### src/rtl/lsu_mem_requester.sv
// Load/store command FIFO feeding a single-outstanding memory request FSM with in-order responses and a REQ timeout.
// Command accepted at edge T drives store/load from T+1; cmd_ready drops while the FIFO is full; responses hold until rsp_ready.

module lsu_cmd_fifo #(
    parameter int W     = 31,
    parameter int DEPTH = 2
) (
    input  logic         clk,
    input  logic         reset,
    input  logic         in_vld,
    output logic         in_rdy,
    input  logic [W-1:0] in_dat,
    output logic         out_vld,
    input  logic         out_pop,
    output logic [W-1:0] out_dat
);
    localparam int PW = (DEPTH > 2) ? $clog2(DEPTH) : 1;
    localparam int CW = $clog2(DEPTH + 1);
    localparam logic [CW-1:0] DEPTH_C = CW'(DEPTH);
    localparam logic [PW-1:0] LAST_C  = PW'(DEPTH - 1);

    logic [W-1:0]  mem_q [DEPTH];
    logic [W-1:0]  mem_d [DEPTH];
    logic [PW-1:0] wr_ptr_q, wr_ptr_d;
    logic [PW-1:0] rd_ptr_q, rd_ptr_d;
    logic [CW-1:0] count_q, count_d;
    logic          push;
    logic          pop;

    // Readiness comes from the registered count only, so a full FIFO refuses even when popping.
    assign in_rdy  = (count_q < DEPTH_C) && !reset;
    assign out_vld = (count_q != '0);
    assign out_dat = mem_q[rd_ptr_q];
    assign push    = in_vld && in_rdy;
    assign pop     = out_pop && out_vld;

    always_comb begin
        mem_d    = mem_q;
        wr_ptr_d = wr_ptr_q;
        rd_ptr_d = rd_ptr_q;
        count_d  = count_q;
        if (push) begin
            mem_d[wr_ptr_q] = in_dat;
            wr_ptr_d        = (wr_ptr_q == LAST_C) ? '0 : wr_ptr_q + PW'(1);
        end
        if (pop) begin
            rd_ptr_d = (rd_ptr_q == LAST_C) ? '0 : rd_ptr_q + PW'(1);
        end
        if (push && !pop) begin
            count_d = count_q + CW'(1);
        end else if (pop && !push) begin
            count_d = count_q - CW'(1);
        end
    end

    always_ff @(posedge clk) begin
        if (reset) begin
            wr_ptr_q <= '0;
            rd_ptr_q <= '0;
            count_q  <= '0;
            for (int i = 0; i < DEPTH; i++) begin
                mem_q[i] <= '0;
            end
        end else begin
            wr_ptr_q <= wr_ptr_d;
            rd_ptr_q <= rd_ptr_d;
            count_q  <= count_d;
            mem_q    <= mem_d;
        end
    end
endmodule

module lsu_mem_requester #(
    parameter int QDEPTH         = 2,
    parameter int TIMEOUT_CYCLES = 64
) (
    input  logic        clk,
    input  logic        reset,
    input  logic        cmd_valid,
    output logic        cmd_ready,
    input  logic        cmd_is_store,
    input  logic [13:0] cmd_addr,
    input  logic [15:0] cmd_wdata,
    output logic        rsp_valid,
    input  logic        rsp_ready,
    output logic [7:0]  rsp_data,
    output logic        rsp_is_store,
    output logic        rsp_err,
    output logic        store,
    output logic        load,
    output logic [13:0] addr,
    output logic [15:0] result,
    input  logic        mem_done,
    input  logic [7:0]  datatoinst,
    output logic        busy,
    output logic        err_spurious
);
    typedef struct packed {
        logic        is_store;
        logic [13:0] addr;
        logic [15:0] wdata;
    } cmd_t;

    typedef enum logic [1:0] {
        IDLE = 2'd0,
        REQ  = 2'd1,
        RESP = 2'd2
    } state_t;

    localparam int TW = $clog2(TIMEOUT_CYCLES + 1);
    localparam logic [TW-1:0] TMO_LAST = TW'(TIMEOUT_CYCLES - 1);

    cmd_t          cmd_in;
    cmd_t          head;
    logic          fifo_vld;
    logic          fifo_pop;

    state_t        state_q, state_d;
    logic          store_q, store_d;
    logic          load_q, load_d;
    logic [13:0]   addr_q, addr_d;
    logic [15:0]   result_q, result_d;
    logic [TW-1:0] tmo_q, tmo_d;
    logic          rsp_valid_q, rsp_valid_d;
    logic [7:0]    rsp_data_q, rsp_data_d;
    logic          rsp_is_store_q, rsp_is_store_d;
    logic          rsp_err_q, rsp_err_d;
    logic          err_spurious_q, err_spurious_d;

    assign cmd_in = '{is_store: cmd_is_store, addr: cmd_addr, wdata: cmd_wdata};

    lsu_cmd_fifo #(
        .W     ($bits(cmd_t)),
        .DEPTH (QDEPTH)
    ) u_fifo (
        .clk     (clk),
        .reset   (reset),
        .in_vld  (cmd_valid),
        .in_rdy  (cmd_ready),
        .in_dat  (cmd_in),
        .out_vld (fifo_vld),
        .out_pop (fifo_pop),
        .out_dat (head)
    );

    always_comb begin
        state_d        = state_q;
        store_d        = store_q;
        load_d         = load_q;
        addr_d         = addr_q;
        result_d       = result_q;
        tmo_d          = tmo_q;
        rsp_valid_d    = rsp_valid_q;
        rsp_data_d     = rsp_data_q;
        rsp_is_store_d = rsp_is_store_q;
        rsp_err_d      = rsp_err_q;
        err_spurious_d = err_spurious_q || (mem_done && (state_q != REQ));
        fifo_pop       = 1'b0;

        case (state_q)
            IDLE: begin
                if (fifo_vld) begin
                    fifo_pop = 1'b1;
                    state_d  = REQ;
                    store_d  = head.is_store;
                    load_d   = !head.is_store;
                    addr_d   = head.addr;
                    result_d = head.is_store ? head.wdata : 16'h0000;
                    tmo_d    = '0;
                end
            end
            REQ: begin
                tmo_d = tmo_q + TW'(1);
                // Completion takes priority over a timeout landing in the same cycle.
                if (mem_done || (tmo_q == TMO_LAST)) begin
                    state_d        = RESP;
                    store_d        = 1'b0;
                    load_d         = 1'b0;
                    rsp_valid_d    = 1'b1;
                    rsp_is_store_d = store_q;
                    rsp_err_d      = !mem_done;
                    rsp_data_d     = (mem_done && load_q) ? datatoinst : 8'h00;
                end
            end
            RESP: begin
                if (rsp_ready) begin
                    state_d     = IDLE;
                    rsp_valid_d = 1'b0;
                end
            end
            default: begin
                state_d = IDLE;
            end
        endcase
    end

    always_ff @(posedge clk) begin
        if (reset) begin
            state_q        <= IDLE;
            store_q        <= 1'b0;
            load_q         <= 1'b0;
            addr_q         <= '0;
            result_q       <= '0;
            tmo_q          <= '0;
            rsp_valid_q    <= 1'b0;
            rsp_data_q     <= '0;
            rsp_is_store_q <= 1'b0;
            rsp_err_q      <= 1'b0;
            err_spurious_q <= 1'b0;
        end else begin
            state_q        <= state_d;
            store_q        <= store_d;
            load_q         <= load_d;
            addr_q         <= addr_d;
            result_q       <= result_d;
            tmo_q          <= tmo_d;
            rsp_valid_q    <= rsp_valid_d;
            rsp_data_q     <= rsp_data_d;
            rsp_is_store_q <= rsp_is_store_d;
            rsp_err_q      <= rsp_err_d;
            err_spurious_q <= err_spurious_d;
        end
    end

    assign store        = store_q;
    assign load         = load_q;
    assign addr         = addr_q;
    assign result       = result_q;
    assign rsp_valid    = rsp_valid_q;
    assign rsp_data     = rsp_data_q;
    assign rsp_is_store = rsp_is_store_q;
    assign rsp_err      = rsp_err_q;
    assign err_spurious = err_spurious_q;
    assign busy         = fifo_vld || (state_q != IDLE);
endmodule
### config.mk
export PLATFORM = sky130hd
export DESIGN_NAME = lsu_mem_requester
export DESIGN_NICKNAME = d
export VERILOG_FILES = /design/src/rtl/lsu_mem_requester.sv
export SDC_FILE = /design/constraint.sdc
export NUM_CORES = 1
export LEC_CHECK = 0
export ABC_CLOCK_PERIOD_IN_PS = 2500
export BUFFER_PORTS_ARGS = -buffer_cell sky130_fd_sc_hd__buf_2
export CORE_MARGIN = 5
export CORE_UTILIZATION = 30
export CTS_BUF_LIST = sky130_fd_sc_hd__clkbuf_8
export DETAILED_ROUTE_END_ITERATION = 16
export PLACE_DENSITY = 0.48
export SYNTH_ARGS = -nofsm -noshare
export SYNTH_HDL_FRONTEND = slang
export SYNTH_SLANG_ARGS = --single-unit
### constraint.sdc
create_clock -name clk -period 2.5 [get_ports clk]
set_input_delay 0.375 -clock clk [delete_from_list [all_inputs] [get_ports clk]]
set_output_delay 0.375 -clock clk [all_outputs]
set_load 0.01 [all_outputs]
==> Word level (Yosys, flattened, before mapping) <==
Cells that the tools add are included.
{ "totals": {"regBits": 119, "in_bits": 44, "elab_cells": 90} }
{ "classes": {"reduce_logical": 28, "bitwise": 2, "magnitude_cmp": 4, "n_eq_ne": 7, "add_sub_neg": 5, "muxes": 28} }
{ "ops": {"columns": ["op", "count"], "rows": [
  ["31-bit two-way mux", 4],
  ["62-bit bitwise mux", 1],
  ["31-bit demux with 1-bit select", 1],
  ["16-bit two-way mux", 1],
  ["7-bit one-hot mux with 2 select lines", 1],
  ["2-bit two-way mux", 5],
  ["2-bit nonzero test", 5],
  ["1-bit two-way mux", 9],
  ["3-bit AND reduction", 3],
  ["1-bit logical AND", 8],
  ["8-bit two-way mux", 1],
  ["7-bit by 1-bit adder with 7-bit output, second input constant", 1],
  ["7-bit by 6-bit equality test with 1-bit output, second input constant", 1],
  ["7-bit two-way mux", 1],
  ["2-bit != test, second input constant", 3],
  ["1-bit one-hot mux with 2 select lines", 3],
  ["2-bit one-hot mux with 3 select lines", 1],
  ["2-bit AND reduction", 3],
  ["1-bit logical NOT", 5],
  ["2-bit >= comparator, second input constant", 2],
  ["1-bit inverter with 2-bit output", 2],
  ["1-bit logical OR", 3],
  ["1-bit adder, second input constant", 2],
  ["2-bit by 1-bit adder with 2-bit output, second input constant", 1],
  ["7 further kinds", 7]
]} }

==> Logic depth before layout (Yosys ltp) <==
Gate-level depths: netlist of run 1.
{ "logic_depth": {"depth_word": 7, "mapped_depth": 8} }

==> Cells and area by module <==
A second synthesis of run 1 with hierarchy kept.
{ "hier_totals": {"hier_cells": 573, "hier_area_um2": 4768.3} }
{ "modules_own_cells": {"columns": ["module", "area_per_inst_um2", "seq_area_each_um2", "instances", "cells_each"], "rows": [
  ["lsu_cmd_fifo", 2721.4, 1321.3, 1, 329],
  ["lsu_mem_requester", 2047.0, 1061.0, 1, 244]
]} }

==> Worst setup path before layout of run 1 <==
OpenSTA, ideal clock, no wires.
{ "synth_timing": {"path_kind": "register -> register", "start": "register u_fifo.count_q[0]", "end": "register u_fifo.count_q[1]", "t_required_ns": 2.430, "synth_period_minus_slack_ns": 1.812, "setup_slack_ns": 0.688, "stages_incl_launch_ff": 8, "path_buffers": 1, "setup_time_ns": 0.070, "t_arrival_ns": 1.741, "path_cell_list": "dfxtp_1 nor2_1 nor3_2 inv_1 buf_2 ha_1 or3_1 a21oi_1"} }
{ "synth_between": {"elab_chain_len": 7, "word_cells_on_any_way": 16} }
{ "synth_lines": {"columns": ["item", "line", "text"], "rows": [
  ["start, declared", "26", "logic [CW-1:0] count_q, count_d;"],
  ["start signal, assigned", "67", "count_q <= count_d;"],
  ["2-bit nonzero test", "32", "assign out_vld = (count_q != '0);"],
  ["1-bit two-way mux", "162", "if (fifo_vld) begin"],
  ["1-bit two-way mux", "160", "case (state_q)"],
  ["1-bit logical AND", "35", "assign pop = out_pop && out_vld;"],
  ["1-bit logical NOT", "49", "if (push && !pop) begin"],
  ["1-bit logical AND", "49", null],
  ["2-bit two-way mux / 2-bit nonzero test (equally long branches)", null, null]
]} }
Parallel ways exist; a longest one is shown, timed or not. The select of a mux whose other input is x is not followed.
A chain may end at the register's enable or synchronous reset.

==> Final worst setup path of run 1 <==
{ "layout_timing": {"start": "register state_q[0]", "end": "register rsp_is_store_q (netlist: rsp_is_store)"} }
{ "layout_between": {"elab_chain_len": 2} }
{ "layout_lines": {"columns": ["item", "line", "text"], "rows": [
  ["start, declared", "118", "state_t state_q, state_d;"],
  ["start signal, assigned", "211", "state_q <= state_d;"],
  ["2-bit by 1-bit equality test with 1-bit output", "160", null],
  ["2-bit AND reduction (no line)", null, null],
  ["end signal, assigned", "219", "rsp_is_store_q <= rsp_is_store_d;"],
  ["end, declared", "126", "logic rsp_is_store_q, rsp_is_store_d;"]
]} }
No other way between the ends.

==> qor.yml, run 1 <==
die:
  start_util_pct: 30.5
  fp.dieArea_um2: 18100
  pin_count: 90
  num_rows: 45
  die_w_um: 134
  die_h_um: 134
  core_area_um2: 15200
power:
  irDropWorstVdd_v: 0.000422
  leakagePower_nw: 2.15
  p_per_area_nw_per_um2: 928
  total_power_w: 0.00521
clocking:
  clock-root-buffer: "clkbuf_8"
  cts_buffer_depth: 2
  path_clk_slew_ns: 0.07
  cts_buffers: 17
  post_cts_buffers: 0
  clock-sinks: 119
  cts-htree-levels: 4
  clock_latency_ns: 0.44
  hold_buffers: 0
  cts.repair.resized: 0
  cts_tree: "built"
worst_setup_path:
  cp.arrival_ns: 2.21
  cp_max_fo: 17
  crit_type: "reg -> reg"
  r2r_end: "rsp_is_store$_SDFFE_PP0P_"
  critPathBufInv: 0
  cp-start-kind: "register"
  cpLargestDelayFamily: "compound AO/OA/AOI/OAI gates"
  cp_data_required_time_ns: 2.81
  rr_startpoint: "state_q[0]$_SDFFE_PP0P_"
  crit_chain: "and4b_1, a22o_1, mux2i_1, nor2_1"
  endpoint_kind: "register"
  rrSetupSlack_ns: 0.60
  cp_slowest_cell: "a22o_1"
  max_stage_delay_ns: 0.56
  reg2reg_depth: 4
routing:
  via_count: 3908
  drt-pass1-iter-count: 4
  wl_um: 11900
  via_per_inst: 4.77
  drt_iter0_markers: 178
  antenna_left: 0
  wl_per_cell_um: 14.5
  remaining_drc_errors: 0
outcome:
  status: "finished clean"
global_routing:
  track_usage_pct: 13.6
  grt_pass1_vias: 3771
  grt-ovfl-total: 0
  antenna_found_initial: 2
  grt_pass1_wl_um: 19400
  grt_max_degree: 83
yosys:
  seq_area_frac_synth_pct: 51.3
  yosysTopAreaCell: "dfxtp_1"
  synth.ff_latch_count: 119
  syn_inst: 539
  ys_warn_count: 0
  ys_types: 39
  synth_top_area_share_pct: 51.3
  avgSynthCellArea_um2: 8.61
  syn_area_um2: 4640
  synth_fp_nets: 585
  synth.area.top_cells: "dfxtp_1, nand2_1, a21oi_1"
sta:
  post-route-period-util_pct: 76.0
  setup_violations: 0
  timing_hold_violations_final: 0
  hold_ws_ns: 0.161
  slew_headroom_pct: 44.1
  clock_skew_ns: 0.0111
  maxSlewViolCount: 0
  worst_slack_ns: 0.599
  rsz0062_at_grt: "no"
  post-route-min-period_ns: 1.90
  fmax_ghz: 0.526
  setup_tns_ns: 0
  worst_pin_slew_ns: 0.838
layout:
  num-nets-final: 664
  drive_above_1_share_pct: 25.0
  final_cell_mix: "nand2_1, dfxtp_1, buf_2"
  syn_to_final_growth_pct: 20.9
  n_antenna_cell: 0
  stdcell_count: 819
  final_common_cell: "nand2_1"
  n_fill_cell: 1586
place:
  post-place-ws_ns: 0.498
  dp.cells: 787
  place_hpwl_um: 7720
  gp_congestion: 0.750
  port_buffers: 89
hold_path:
  hold_path_startpoint: "datatoinst[0]"
  hold_depth: 3
  whs_endpoint: "rsp_data[0]$_SDFFE_PP0P_"
  hold_path.class: "in -> reg"
flow_run:
  max_cap_violations: 0
[routing by layer]
metal,GRT usage [%],vias to the layer above,wire length [um]
li1,-,1993,-
met5,0,-,27
met1,17.5,1814,5650
met4,5.60,4,141
met2,21.0,82,5420
met3,4.50,15,636
[metrics by stage]
step                area (um^2)  utilization [%]
finish                     5610             36.9
global route               5610             36.9
CTS                        5610             36.9
detailed placement         5230             34.4
global placement           5230             34.4
floorplan                  4640                -
[synth_stat cells, drive strengths merged]
cell and instances:
buf 22, or3 1, a311o 1, nand4 1, or2 1, o21ai 9, dfxtp 119, a22o 1
nand2 134, a211oi 16, a22oi 17, and2 1, mux2i 16, clkbuf 19, or4 1, a21oi 76
a311oi 1, mux2 17, or3b 1, o311ai 1, nor2 43, o21a 1, xor2 2, a31oi 1
nor4 1, inv 4, nor3 2, xnor2 1, ha 2, and2b 1, nand3 14, nand2b 10
and4b 2
[where the power goes]
group | switching, W | leakage [nW] | internal (W) | total (W)
clock network | 0.000793 | 0.175 | 0.000854 | 0.00165
logic | 0.000779 | 1.01 | 0.000502 | 0.00128
registers | 0.000172 | 0.967 | 0.00211 | 0.00228
total | 0.00174 | 2.15 | 0.00346 | 0.00521
[final cells by class]
| type | instances | area (um^2) | area share, % |
|---|---|---|---|
| Sequential cell | 119 | 2380 | 42.5 |
| Multi-Input combinational cell | 375 | 2050 | 36.5 |
| Timing Repair Buffer | 101 | 551 | 9.81 |
| Clock buffer | 20 | 275 | 4.91 |
| Tap cell | 188 | 235 | 4.19 |
| Clock inverter | 12 | 103 | 1.83 |
| Inverter | 4 | 15.0 | 0.268 |
[registers in the layout, indices dropped and copies added (netlist names)]
register and cells:
rsp_is_store 1, store 1, result 16, rsp_data 8, u_fifo.count_q 2, u_fifo.wr_ptr_q 1
addr 14, tmo_q 7, state_q 2, err_spurious 1, rsp_valid 1, u_fifo.rd_ptr_q 1
rsp_err 1, load 1, u_fifo.mem_q 62
[cell families after synthesis]
logic type               synth area share [%]
AO/OA/AOI/OAI                            15.6
XOR/XNOR                                0.566
adder cells (fa/ha/maj)                 0.539
buffers and inverters                    4.88
flip-flops                               51.3
multiplexers                             7.58
AND/OR/NAND/NOR                          19.5
[tightest hold or removal path: cells and delay by family]
| kind | cells | cell delay, ns |
|---|---|---|
| and+or+nand+nor | 1 | 0.05 |
| AOI/OAI and AO/OA | 1 | 0.06 |
| buffers and inverters | 1 | 0.08 |
[how the worst max path moves through the flow]
stage	start	cells past startpoint	slack [ns]	end
floorplan	u_fifo.count_q[0]$_SDFFE_PP0P_	7	0.69	u_fifo.count_q[1]$_SDFFE_PP0P_
global placement	reset	5	0.53	rsp_data[6]$_SDFFE_PP0P_
detailed placement	reset	5	0.50	rsp_data[6]$_SDFFE_PP0P_
CTS	u_fifo.count_q[1]$_SDFFE_PP0P_	3	0.55	busy
global route	tmo_q[0]$_SDFFE_PP0P_	5	0.43	rsp_is_store$_SDFFE_PP0P_
finish	state_q[0]$_SDFFE_PP0P_	4	0.60	rsp_is_store$_SDFFE_PP0P_
(Power assumes the default switching activity.)
==> run 2, diff against run 1 <==
--- a/config.mk
+++ b/config.mk
@@ -5,7 +5,7 @@
 export SDC_FILE = /design/constraint.sdc
 export NUM_CORES = 1
 export LEC_CHECK = 0
-export ABC_CLOCK_PERIOD_IN_PS = 2500
+export ABC_CLOCK_PERIOD_IN_PS = 1850
 export BUFFER_PORTS_ARGS = -buffer_cell sky130_fd_sc_hd__buf_2
 export CORE_MARGIN = 5
 export CORE_UTILIZATION = 30
==> constraint.sdc (replaced) <==
create_clock -name clk -period 1.85 [get_ports clk]
set_input_delay 0.2775 -clock clk [delete_from_list [all_inputs] [get_ports clk]]
set_output_delay 0.2775 -clock clk [all_outputs]
set_load 0.01 [all_outputs]
==> qor.yml, run 2 (same netlist as run 1, synthesis figures left out) <==
die:
  start_util_pct: 30.5
  pin_count: 90
  die_w_um: 134
  fp.dieArea_um2: 18100
  core_area_um2: 15200
  die_h_um: 134
  num_rows: 45
sta:
  setup_tns_ns: 0
  worst_pin_slew_ns: 0.527
  maxSlewViolCount: 0
  rsz0062_at_grt: "no"
  fmax_ghz: 0.580
  clock_skew_ns: 0.0117
  post-route-period-util_pct: 93.2
  slew_headroom_pct: 64.9
  timing_hold_violations_final: 0
  setup_violations: 0
  post-route-min-period_ns: 1.72
place:
  dp.cells: 794
  place_hpwl_um: 7630
  port_buffers: 89
  gp_congestion: 0.745
worst_setup_path:
  max_stage_delay_ns: 0.44
  cp.arrival_ns: 2.09
  crit_chain: "or3b_4, inv_2, ha_1, or3_1, a21oi_1"
  cp_slowest_cell: "or3b_4"
  cp_max_fo: 5
  crit_type: "reg -> reg"
  endpoint_kind: "register"
  cp-start-kind: "register"
  cp_data_required_time_ns: 2.22
  reg2reg_depth: 5
clocking:
  hold_buffers: 0
  cts_buffer_depth: 2
  cts.repair.resized: 0
  cts_buffers: 17
  path_clk_slew_ns: 0.07
  cts_tree: "built"
  cts-htree-levels: 4
  post_cts_buffers: 0
  clock_latency_ns: 0.44
  clock-root-buffer: "clkbuf_8"
  clock-sinks: 119
layout:
  n_fill_cell: 1583
  syn_to_final_growth_pct: 22.0
  num-nets-final: 671
  largest_register_ffs: 62
  final_cell_mix: "nand2_1, dfxtp_1, buf_2"
  stdcell_count: 827
  final_common_cell: "nand2_1"
  regMostFlops: "u_fifo.mem_q"
  drive_above_1_share_pct: 25.7
routing:
  wl_um: 12200
  remaining_drc_errors: 0
  via_per_inst: 4.74
  via_count: 3919
  drt_iter0_markers: 211
  drt-pass1-iter-count: 5
  antenna_left: 0
  wl_per_cell_um: 14.7
global_routing:
  antenna_found_initial: 0
  grt_max_degree: 122
  grt_pass1_wl_um: 19600
  track_usage_pct: 13.8
  grt_pass1_vias: 3827
  grt-ovfl-total: 0
outcome:
  status: "finished clean"
power:
  leakagePower_nw: 2.20
  p_per_area_nw_per_um2: 1240
  irDropWorstVdd_v: 0.000418
hold_path:
  hold_depth: 3
  hold_path.class: "in -> reg"
flow_run:
  max_cap_violations: 0
==> run 2: stage by stage <==
| step | utilization [%] | cell area (um^2) | hold WS [ns] | setup slack (ns) | total power (W) |
|---|---|---|---|---|---|
| after floorplan | - | 4640 | 0.374 | 0.0382 | 0.00430 |
| after global placement | 34.8 | 5300 | 0.438 | 0.123 | 0.00495 |
| after detailed placement | 34.8 | 5300 | 0.445 | 0.111 | 0.00498 |
| after CTS | 37.2 | 5660 | 0.0164 | 0.0714 | 0.00716 |
| after global routing | 37.2 | 5660 | 0.0284 | 0.0118 | 0.00749 |
| final | 37.2 | 5660 | 0.0652 | 0.127 | 0.00702 |
==> run 2: worst paths after layout <==
kind | startpoint | end | slack (ns)
max | u_fifo.count_q[1]$_SDFFE_PP0P_ | u_fifo.count_q[1]$_SDFFE_PP0P_ | 0.13
min | datatoinst[3] | rsp_data[3]$_SDFFE_PP0P_ | 0.07
max reg2reg | u_fifo.count_q[1]$_SDFFE_PP0P_ | u_fifo.count_q[1]$_SDFFE_PP0P_ | 0.13
min reg2reg | u_fifo.mem_q[31]$_SDFFE_PP0P_ | u_fifo.mem_q[31]$_SDFFE_PP0P_ | 0.45
==> run 2: power breakdown <==
part,switching (W),internal [W],leakage (nW)
Combinational,0.00113,0.000730,1.05
Clock,0.00106,0.00108,0.181
Sequential,0.000174,0.00285,0.967
==> run 2: layout make-up <==
| type | instances | area [um^2] | area share (%) |
|---|---|---|---|
| Antenna cell | 1 | 2.50 | 0.0442 |
| Clock buffer | 18 | 248 | 4.38 |
| Clock inverter | 14 | 111 | 1.97 |
| Inverter | 4 | 15.0 | 0.265 |
| Multi-Input combinational cell | 375 | 2050 | 36.2 |
| Sequential cell | 119 | 2380 | 42.1 |
| Tap cell | 188 | 235 | 4.16 |
| Timing Repair Buffer | 108 | 616 | 10.9 |
==> run 2: layer usage <==
| metal | wire, um | up-vias | GRT usage [%] |
|---|---|---|---|
| li1 | - | 2000 | - |
| met1 | 5770 | 1828 | 17.5 |
| met2 | 5600 | 83 | 20.9 |
| met3 | 705 | 8 | 5.78 |
| met4 | 104 | 0 | 4.92 |
| met5 | 0 | - | 0 |
==> run 2: critical path, delay by kind of cell, from the launching register on <==
kind	cells	cell delay (ns)
simple gates	2	0.82
flops	1	0.36
fa+ha+maj	1	0.26
compound gates	1	0.13
buf+inv	1	0.10
